### config.mk
export PLATFORM = sky130hd
export DESIGN_NAME = memory_game_ctrl
export DESIGN_NICKNAME = d
export VERILOG_FILES = /design/src/rtl/memory_game_pkg.sv /design/src/rtl/button_debounce.sv /design/src/rtl/memory_game_ctrl.sv
export SDC_FILE = /design/constraint.sdc
export NUM_CORES = 1
export LEC_CHECK = 0
export CAP_MARGIN = 20
export CORE_UTILIZATION = 39
export DETAILED_ROUTE_END_ITERATION = 7
export PLACE_DENSITY = 0.58
export SLEW_MARGIN = 20
export SYNTH_ARGS = -nofsm -noshare
export SYNTH_HDL_FRONTEND = slang
export SYNTH_SLANG_ARGS = --single-unit
### constraint.sdc
create_clock -name clock_50M -period 3.6 [get_ports clock_50M]
set_input_delay 0.54 -clock clock_50M [delete_from_list [all_inputs] [get_ports clock_50M]]
set_output_delay 0.54 -clock clock_50M [all_outputs]
set_load 0.02 [all_outputs]
### src/rtl/memory_game_pkg.sv
// Shared types and constants for the 20-card pair-matching game.
// The cursor stepper is also used by the renderer's bench model.
package memory_game_pkg;
   localparam int NUM_COLS  = 5;
   localparam int NUM_ROWS  = 4;
   localparam int NUM_PAIRS = 10;

   typedef logic [4:0] card_idx_t;

   typedef enum logic [2:0] {
      PICK1,
      PICK2,
      COMPARE,
      SHOW_MISS,
      DONE
   } game_state_t;

   // Row step wraps inside the column, then column step wraps across the board.
   function automatic card_idx_t cursor_step(card_idx_t pos, logic step_x, logic step_y);
      card_idx_t p;
      p = pos;
      if (step_y)
         p = (p[1:0] == 2'(NUM_ROWS - 1)) ? p - 5'(NUM_ROWS - 1) : p + 5'd1;
      if (step_x)
         p = (p < 5'(NUM_ROWS)) ? p + 5'(NUM_ROWS * (NUM_COLS - 1)) : p - 5'(NUM_ROWS);
      return p;
   endfunction
endpackage

### src/rtl/button_debounce.sv
// Active-low key debouncer: 2-FF synchroniser, stable-level counter and a
// single-cycle pulse on each accepted press.
module button_debounce #(
   parameter int DEBOUNCE_CYCLES = 1_000_000
) (
   input  logic clk,
   input  logic rst_n,
   input  logic key,
   output logic press
);
   localparam int CW = (DEBOUNCE_CYCLES > 1) ? $clog2(DEBOUNCE_CYCLES) : 1;
   localparam logic [CW-1:0] LAST = CW'(DEBOUNCE_CYCLES - 1);

   logic [1:0]    sync;
   logic          level;
   logic [CW-1:0] count;

   always_ff @(posedge clk or negedge rst_n) begin
      if (!rst_n) begin
         sync  <= 2'b11;
         level <= 1'b1;
         count <= '0;
         press <= 1'b0;
      end else begin
         sync  <= {sync[0], key};
         press <= 1'b0;
         if (sync[1] == level) begin
            count <= '0;
         end else if (count == LAST) begin
            // Level accepted; only the released->pressed direction pulses.
            level <= sync[1];
            count <= '0;
            press <= level;
         end else begin
            count <= count + 1'b1;
         end
      end
   end
endmodule

### src/rtl/memory_game_ctrl.sv
// Game-state engine: debounced keys drive the cursor, flip/compare FSM,
// mismatch hold timer and score counters read by the VGA renderer.
module memory_game_ctrl
   import memory_game_pkg::*;
#(
   parameter int NUM_CARDS       = 20,
   parameter int DEBOUNCE_CYCLES = 1_000_000,
   parameter int MISMATCH_HOLD   = 50_000_000
) (
   input  logic                      clock_50M,
   input  logic                      reset_n,
   input  logic                      move_x,
   input  logic                      move_y,
   input  logic                      select,
   input  logic [NUM_CARDS-1:0][4:0] card_order,
   output card_idx_t                 cursor_pos,
   output logic [NUM_CARDS-1:0]      card_face_up,
   output logic [NUM_CARDS-1:0]      card_matched,
   output logic [3:0]                pairs_found,
   output logic [7:0]                moves,
   output logic                      game_done
);
   localparam int HW = (MISMATCH_HOLD > 1) ? $clog2(MISMATCH_HOLD) : 1;
   localparam logic [HW-1:0] HOLD_LAST = HW'(MISMATCH_HOLD - 1);

   logic        step_x, step_y, pick, avail;
   game_state_t state;
   card_idx_t   first, second;
   logic [HW-1:0] hold;

   button_debounce #(.DEBOUNCE_CYCLES(DEBOUNCE_CYCLES)) u_db_x (
      .clk(clock_50M), .rst_n(reset_n), .key(move_x), .press(step_x));
   button_debounce #(.DEBOUNCE_CYCLES(DEBOUNCE_CYCLES)) u_db_y (
      .clk(clock_50M), .rst_n(reset_n), .key(move_y), .press(step_y));
   button_debounce #(.DEBOUNCE_CYCLES(DEBOUNCE_CYCLES)) u_db_s (
      .clk(clock_50M), .rst_n(reset_n), .key(select), .press(pick));

   assign avail = !card_face_up[cursor_pos] && !card_matched[cursor_pos];

   always_ff @(posedge clock_50M or negedge reset_n) begin
      if (!reset_n) begin
         state        <= PICK1;
         cursor_pos   <= '0;
         card_face_up <= '0;
         card_matched <= '0;
         pairs_found  <= '0;
         moves        <= '0;
         game_done    <= 1'b0;
         first        <= '0;
         second       <= '0;
         hold         <= '0;
      end else begin
         // Selects below use the pre-move cursor value.
         if (state != DONE)
            cursor_pos <= cursor_step(cursor_pos, step_x, step_y);
         case (state)
            PICK1: if (pick && avail) begin
               card_face_up[cursor_pos] <= 1'b1;
               first <= cursor_pos;
               state <= PICK2;
            end
            PICK2: if (pick && avail) begin
               card_face_up[cursor_pos] <= 1'b1;
               second <= cursor_pos;
               if (moves != 8'hFF) moves <= moves + 8'd1;
               state <= COMPARE;
            end
            COMPARE: begin
               if (((card_order[first] ^ card_order[second]) & 5'b11110) == 5'd0) begin
                  card_matched[first]  <= 1'b1;
                  card_matched[second] <= 1'b1;
                  card_face_up[first]  <= 1'b0;
                  card_face_up[second] <= 1'b0;
                  pairs_found <= pairs_found + 4'd1;
                  if (pairs_found == 4'(NUM_PAIRS - 1)) begin
                     game_done <= 1'b1;
                     state     <= DONE;
                  end else begin
                     state <= PICK1;
                  end
               end else begin
                  hold  <= HOLD_LAST;
                  state <= SHOW_MISS;
               end
            end
            SHOW_MISS: begin
               if (hold == '0) begin
                  card_face_up[first]  <= 1'b0;
                  card_face_up[second] <= 1'b0;
                  state <= PICK1;
               end else begin
                  hold <= hold - 1'b1;
               end
            end
            DONE:    game_done <= 1'b1;
            default: state <= PICK1;
         endcase
      end
   end
endmodule

==> results_tabular.tex, run 1 <==
\begin{tabular}{lr}
\hline
Metric & Value \\
\hline
\multicolumn{2}{l}{\textbf{Clocking}} \\
Skew-Pair Late Insertion Delay & 0.44 ns \\
Clock H-tree levels & 4 \\
Post-CTS repair timing setup buffer count & 0 \\
Cell at the root of the clock tree & sky130\_fd\_sc\_hd\_\_clkbuf\_16 \\
Number of sinks handled by clock tree synthesis & approximately 170 \\
Max Buffers Root-to-Sink & 2 \\
PostCTS Resize Cnt & 0 \\
Cts bufs inserted & 17 \\
Clock slew at the register clock pins of the worst setup and hold paths & 0.07 ns \\
Clock tree from TritonCTS & done \\
CTS Hold Buffers Added & 0 \\
\multicolumn{2}{l}{\textbf{Yosys}} \\
Net count after synthesis & between 1000 and 1500 \\
Syn avg cell area & 10.21 µm² \\
Most instantiated flip-flop cell in the synthesis netlist & sky130\_fd\_sc\_hd\_\_dfrtp\_1 \\
Fraction of registers with async set/reset & 100.0\% \\
Synthesized flop and latch total & approximately 170 \\
Cell area after synthesis & between 9000 and 10000 µm² \\
YS warnings & 0 \\
Sequential cell area fraction in the yosys report & 44.06\% \\
Post-synthesis cell type count & 75 \\
EDFF count, synth & 0 \\
Synth Instances & 943 \\
\multicolumn{2}{l}{\textbf{Worst setup path}} \\
Maximum fanout count along the critical path & 15 \\
Worst path arrival time & about 3.5 ns \\
Required @ worst endpoint & 3.93 ns \\
Kind of capture point of the worst setup path & flip-flop \\
Cells on worst reg2reg path & 9 \\
Register-to-Register Setup Slack & 0.47 ns \\
Startpoint type of the worst setup path & flip-flop \\
Beginning of the worst register-to-register path & second[0] \\
R2R Path End & game\_done \\
Startpoint-to-endpoint class of the critical path & flip-flop to flip-flop \\
\multicolumn{2}{l}{\textbf{Die}} \\
Vertical die dimension & 159.1 µm \\
Initial Util & about two fifths \\
I/O Pins & 163 \\
Die Footprint & 25310 µm² \\
Die width & 159.1 µm \\
Core Region & 24250 µm² \\
Number of standard-cell rows in the floorplan & 57 \\
\multicolumn{2}{l}{\textbf{Drt}} \\
Initial DRC Count & 516 \\
Detailed-route wire length per cell & 17.83 µm \\
Post-route DRC & 0 \\
Total number of vias & a little under 8000 \\
Antenna Violating Nets Remaining & 0 \\
Per-cell via count in the routed design & roughly 5.5 \\
First-pass detailed-route iteration total & 5 \\
Detailed-route wire length & 25320 µm \\
\multicolumn{2}{l}{\textbf{STA}} \\
Actual transition at the worst max-transition pin & 0.7435 ns \\
Setup repair after global routing missed its margin & false \\
Ratio of final minimum period to clock period & 86.93\% \\
Number of hold violations in the final report & 0 \\
Minimum clock period & approximately 3.1 ns \\
Endpoints failing setup & 0 \\
Pins Over Slew Limit & 0 \\
FMAX & 319.5 MHz \\
Worst-case clock skew & roughly 0.014 ns \\
Headroom to the max-slew limit & 50.38\% \\
TNS Setup & 0 ns \\
\multicolumn{2}{l}{\textbf{Global routing}} \\
Maximum number of pins on one net before global-route repair & 69 \\
Global-route wire length before repair & approximately 42000 µm \\
GRT Residual Overflow & 0 \\
Total global-route track usage & 20.84\% \\
Number of antenna violations at the first check in global routing & 0 \\
Vias in the first global route & slightly below 8000 \\
\multicolumn{2}{l}{\textbf{Layout}} \\
Core Util, Final & 49.67\% \\
Final cell count without fillers & 1420 \\
Most common cell after layout, fill and taps aside & sky130\_fd\_sc\_hd\_\_dfrtp\_1 \\
Layout cell share with drive strength beyond 1 & 13.41\% \\
Area added between synthesis and finish & 25.16\% \\
Leading cell types in the layout, fill and taps excluded & 159 x sky130\_fd\_sc\_hd\_\_dfrtp\_1, 141 x sky130\_fd\_sc\_hd\_\_clkdlybuf4s50\_1, 107 x sky130\_fd\_sc\_hd\_\_nor2\_1 \\
Number of diodes added for antenna fixing & 0 \\
Nets@finish & around 1200 \\
\multicolumn{2}{l}{\textbf{Status}} \\
Result of the run & finished, final reports clean \\
\multicolumn{2}{l}{\textbf{Placed design}} \\
Placed Cells & 1388 \\
Half-perimeter wire length after detailed placement & 18490 µm \\
Count of port buffers added during placement & between 100 and 150 \\
Weighted congestion reported at the end of routability-driven placement & 0.8895 \\
\multicolumn{2}{l}{\textbf{Power and ir drop}} \\
Peak supply drop & between 200 and 250 µV \\
Leakage power & between 4 and 5 nW \\
Total power density per cell area & between 300 and 400 nW/µm² \\
\multicolumn{2}{l}{\textbf{Run}} \\
Max cap viols & 0 \\
\multicolumn{2}{l}{\textbf{Hold path}} \\
Path type of the worst min-delay path & input port to async pin \\
\hline
\end{tabular}
metal layers:
| layer | part of all wire [%] | track usage (%) | vias to the layer above |
|---|---|---|---|
| met5 | 0 | 0 | - |
| met1 | 44 | 28.27 | 3866 |
| li1 | - | - | 3743 |
| met4 | 1.5 | 5.769 | 0 |
| met2 | 49 | 33.99 | 216 |
| met3 | 5.7 | 4.038 | 24 |
how the worst max path moves through the flow:
| stage | start | end | slack [ns] | cells past startpoint |
|---|---|---|---|---|
| 2_1_floorplan | cursor_pos[1] | card_face_up[16] | 0.72 | 9 |
| 3_3_place_gp | card_order[59] | game_done | 0.34 | 10 |
| 3_5_place_dp | card_order[59] | game_done | 0.29 | 10 |
| 4_1_cts | second[0] | game_done | 0.45 | 9 |
| 5_1_grt | second[0] | hold[24] | 0.25 | 9 |
| 6_report | second[0] | game_done | 0.47 | 9 |
cell usage after synthesis, drive strengths merged (10+ instances only):
master  number  area (µm²)
dfrtp      160        4004
nor2       108       405.4
nand2       76       285.3
xnor2       47       419.2
nand3       44       220.2
xor2        42       375.4
mux2i       37       370.4
a31oi       30       187.7
buf         27       182.7
o22ai       26       162.7
nor3        25       145.1
clkbuf      23       86.33
mux4        23       518.0
a31o        20       175.2
a41oi       17       156.4
o21ai       17       85.08
inv         16       60.05
mux2        14       157.7
nand4       14       93.84
ha          13       162.7
and3        12       75.07
a21oi       11       55.05
nor4        11       68.82
or3         11       68.82
nor3b       10       75.07
logic make-up after synthesis:
logic type                 synth area share (%)
and+or+nand+nor                           19.53
adders and majority gates                 1.690
buffers and inverters                     3.458
muxes                                     10.87
AOI/OAI and AO/OA                         12.14
DFF                                       44.06
xor gates and xnor gates                  8.255
registers in the layout, summed over array words and instances, names as in the netlist, 2 cells and up:
name          count
first             5
second            5
moves             8
u_db_y.count     20
card_face_up     20
state             3
cursor_pos        5
u_db_s.count     20
u_db_x.count     20
u_db_y.sync       2
u_db_s.sync       2
u_db_x.sync       2
hold             26
pairs_found       4
card_matched     20
metrics by stage:
step / worst slack [ns] / area, µm² / power, mW / hold WS, ns
final: 0.4705 / 12050 / 4.095 / 0.09453
after global routing: 0.2482 / 12050 / 4.235 / 0.1439
after floorplan: 0.7174 / 9624 / 2.045 / 0.2444
after detailed placement: 0.2895 / 11430 / 2.212 / 0.3512
after global placement: 0.3357 / 11430 / 2.208 / 0.3456
after CTS: 0.4500 / 12050 / 4.144 / 0.1288
cell type report:
type / instances / area [µm²]
multi-input combinational: 707 / 5054
sequential: 169 / 4242
clock inverter: 14 / 186.4
tap: 324 / 405.4
timing repair buffer: 171 / 1665
inverter: 17 / 63.81
fill: 2261 / 12200
clock buffer: 18 / 429.2
power breakdown:
| group | internal [mW] | total [mW] | leakage, nW | switching, mW |
|---|---|---|---|---|
| registers | 1.92 | 1.93 | 2.12 | 0.0141 |
| clock network | 1.11 | 1.92 | 0.300 | 0.810 |
| logic | 0.131 | 0.241 | 2.21 | 0.110 |
| total | 3.16 | 4.09 | 4.63 | 0.934 |
worst max-delay path, stage by stage (launching register included):
cell,delay (ns)
sky130_fd_sc_hd__dfrtp_2,0.68
sky130_fd_sc_hd__mux4_2,0.58
sky130_fd_sc_hd__and2_1,0.17
sky130_fd_sc_hd__a41oi_1,0.24
sky130_fd_sc_hd__a211o_1,0.19
sky130_fd_sc_hd__nand4_2,0.18
sky130_fd_sc_hd__nor3_2,0.29
sky130_fd_sc_hd__buf_4,0.24
sky130_fd_sc_hd__nand2_1,0.16
sky130_fd_sc_hd__o31ai_1,0.31
Note: power is estimated with default switching activity, not from simulation.
==> run 2, diff against run 1 <==
--- a/config.mk
+++ b/config.mk
@@ -6,6 +6,7 @@
 export NUM_CORES = 1
 export LEC_CHECK = 0
 export CAP_MARGIN = 20
+export CORE_MARGIN = 3
 export CORE_UTILIZATION = 39
 export DETAILED_ROUTE_END_ITERATION = 7
 export PLACE_DENSITY = 0.58
==> results_tabular.tex, run 2 (same netlist as run 1, synthesis figures left out) <==
\begin{tabular}{lr}
\hline
Metric & Value \\
\hline
\multicolumn{2}{l}{\textbf{Status}} \\
Result of the run & finished, final reports clean \\
\multicolumn{2}{l}{\textbf{Global routing}} \\
Total global-route track usage & about 20\% \\
GRT Residual Overflow & 0 \\
Number of antenna violations at the first check in global routing & 0 \\
Vias in the first global route & 7983 \\
Maximum number of pins on one net before global-route repair & 89 \\
Global-route wire length before repair & 41800 µm \\
\multicolumn{2}{l}{\textbf{Die}} \\
Core Region & 23890 µm² \\
Initial Util & 40.28\% \\
Vertical die dimension & 163.1 µm \\
Number of standard-cell rows in the floorplan & 56 \\
I/O Pins & around 160 \\
Die width & between 150 and 200 µm \\
Die Footprint & 26600 µm² \\
\multicolumn{2}{l}{\textbf{Power and ir drop}} \\
Leakage power & between 4 and 5 nW \\
Total power density per cell area & 341.0 nW/µm² \\
Peak supply drop & 243.4 µV \\
\multicolumn{2}{l}{\textbf{STA}} \\
Actual transition at the worst max-transition pin & between 0.8 and 0.9 ns \\
Minimum clock period & 3.246 ns \\
TNS Setup & 0 ns \\
FMAX & 308.1 MHz \\
Endpoints failing setup & 0 \\
Headroom to the max-slew limit & a little over two fifths \\
Pins Over Slew Limit & 0 \\
Setup repair after global routing missed its margin & false \\
Worst-case clock skew & 0.009174 ns \\
Number of hold violations in the final report & 0 \\
Ratio of final minimum period to clock period & 90.17\% \\
\multicolumn{2}{l}{\textbf{Clocking}} \\
CTS Hold Buffers Added & 0 \\
Clock tree from TritonCTS & done \\
Max Buffers Root-to-Sink & 2 \\
Clock H-tree levels & 4 \\
Number of sinks handled by clock tree synthesis & 169 \\
Post-CTS repair timing setup buffer count & 0 \\
PostCTS Resize Cnt & 0 \\
Skew-Pair Late Insertion Delay & about 0.43 ns \\
Clock slew at the register clock pins of the worst setup and hold paths & 0.07 ns \\
Cts bufs inserted & 17 \\
Cell at the root of the clock tree & sky130\_fd\_sc\_hd\_\_clkbuf\_16 \\
\multicolumn{2}{l}{\textbf{Placed design}} \\
Half-perimeter wire length after detailed placement & $\sim$19000 µm \\
Count of port buffers added during placement & 142 \\
Post-Place Cell Area & 11450 µm² \\
Weighted congestion reported at the end of routability-driven placement & 0.8281 \\
\multicolumn{2}{l}{\textbf{Worst setup path}} \\
Required @ worst endpoint & between 3 and 4 ns \\
Maximum fanout count along the critical path & 23 \\
Kind of capture point of the worst setup path & flip-flop \\
Startpoint type of the worst setup path & flip-flop \\
Startpoint-to-endpoint class of the critical path & flip-flop to flip-flop \\
Worst path arrival time & approximately 3.5 ns \\
Register-to-Register Setup Slack & 0.35 ns \\
\multicolumn{2}{l}{\textbf{Layout}} \\
Top register by number of flip-flops & hold \\
Most common cell after layout, fill and taps aside & sky130\_fd\_sc\_hd\_\_dfrtp\_1 \\
Layout cell share with drive strength beyond 1 & 13.57\% \\
Area added between synthesis and finish & 25.43\% \\
Number of diodes added for antenna fixing & 0 \\
Final non-filler cell area & roughly 12000 µm² \\
Leading cell types in the layout, fill and taps excluded & 159 x sky130\_fd\_sc\_hd\_\_dfrtp\_1, 141 x sky130\_fd\_sc\_hd\_\_clkdlybuf4s50\_1, 107 x sky130\_fd\_sc\_hd\_\_nor2\_1 \\
Number of flip-flops in the largest register & 26 \\
Core Util, Final & about half \\
Nets@finish & 1203 \\
\multicolumn{2}{l}{\textbf{Drt}} \\
Initial DRC Count & 438 \\
First-pass detailed-route iteration total & 5 \\
Detailed-route wire length & between 20000 and 30000 µm \\
Antenna Violating Nets Remaining & 0 \\
Per-cell via count in the routed design & 5.514 \\
Detailed-route wire length per cell & 17.88 µm \\
Post-route DRC & 0 \\
Total number of vias & slightly below 8000 \\
\multicolumn{2}{l}{\textbf{Hold path}} \\
Path type of the worst min-delay path & input port to async pin \\
\multicolumn{2}{l}{\textbf{Run}} \\
Max cap viols & 0 \\
\hline
\end{tabular}
## run 2: changes by cell type in the layout (fill, tap and decap cells not counted), sizes merged
cell / change
clkbuf: +1
clkinv: -2
buf: +2
inv: +1
## run 2: cell type report
class | count | area (µm²)
fill | 2168 | 11820
multi-input combinational | 707 | 5054
sequential | 169 | 4242
timing repair buffer | 173 | 1693
clock buffer | 19 | 442.9
tap | 319 | 399.1
clock inverter | 13 | 177.7
inverter | 17 | 63.81
## run 2: worst paths after layout
kind / start / to / cells past startpoint
max: first[0] / card_face_up[1] / 9
min: reset_n / card_face_up[7] / 1
min reg2reg: u_db_y.sync[0] / u_db_y.sync[1] / 0
max in group asynchronous: reset_n / u_db_s.sync[0] / 2
max reg2reg: first[0] / card_face_up[1] / 9
min in group clock_50M: u_db_y.sync[0] / u_db_y.sync[1] / 0
## run 2: per-layer routing
metal  GRT usage, %  up-vias  wire length, µm
li1               -     3762                -
met5              0        -                0
met2          31.94      151            12170
met4          5.729        0              476
met3          3.018       30              912
met1          27.04     3870            11770
## run 2: stage by stage
step | power, mW | std cells | worst slack [ns] | hold WS, ns
final | 4.116 | 1417 | 0.3540 | 0.1657
after global routing | 4.266 | 1417 | 0.1167 | 0.2287
after CTS | 4.165 | 1417 | 0.3097 | 0.2141
after detailed placement | 2.210 | 1385 | 0.2248 | 0.3475
after global placement | 2.207 | 1385 | 0.2595 | 0.3457
after floorplan | 2.045 | 943 | 0.7174 | 0.2444
## run 2: report_power, final
part	internal, mW	total, mW	switching (mW)
Clock	1.13	1.95	0.814
Sequential	1.92	1.93	0.0137
Combinational	0.132	0.240	0.108
## run 2: worst max-delay path, cell delays in order (launching register included)
cell and delay (ns):
sky130_fd_sc_hd__dfrtp_1 0.74, sky130_fd_sc_hd__buf_12 0.27, sky130_fd_sc_hd__mux4_2 0.53, sky130_fd_sc_hd__mux2i_1 0.17, sky130_fd_sc_hd__o311ai_1 0.14, sky130_fd_sc_hd__xor2_2 0.22
sky130_fd_sc_hd__o31ai_4 0.28, sky130_fd_sc_hd__and2_1 0.34, sky130_fd_sc_hd__buf_4 0.29, sky130_fd_sc_hd__a31oi_1 0.11
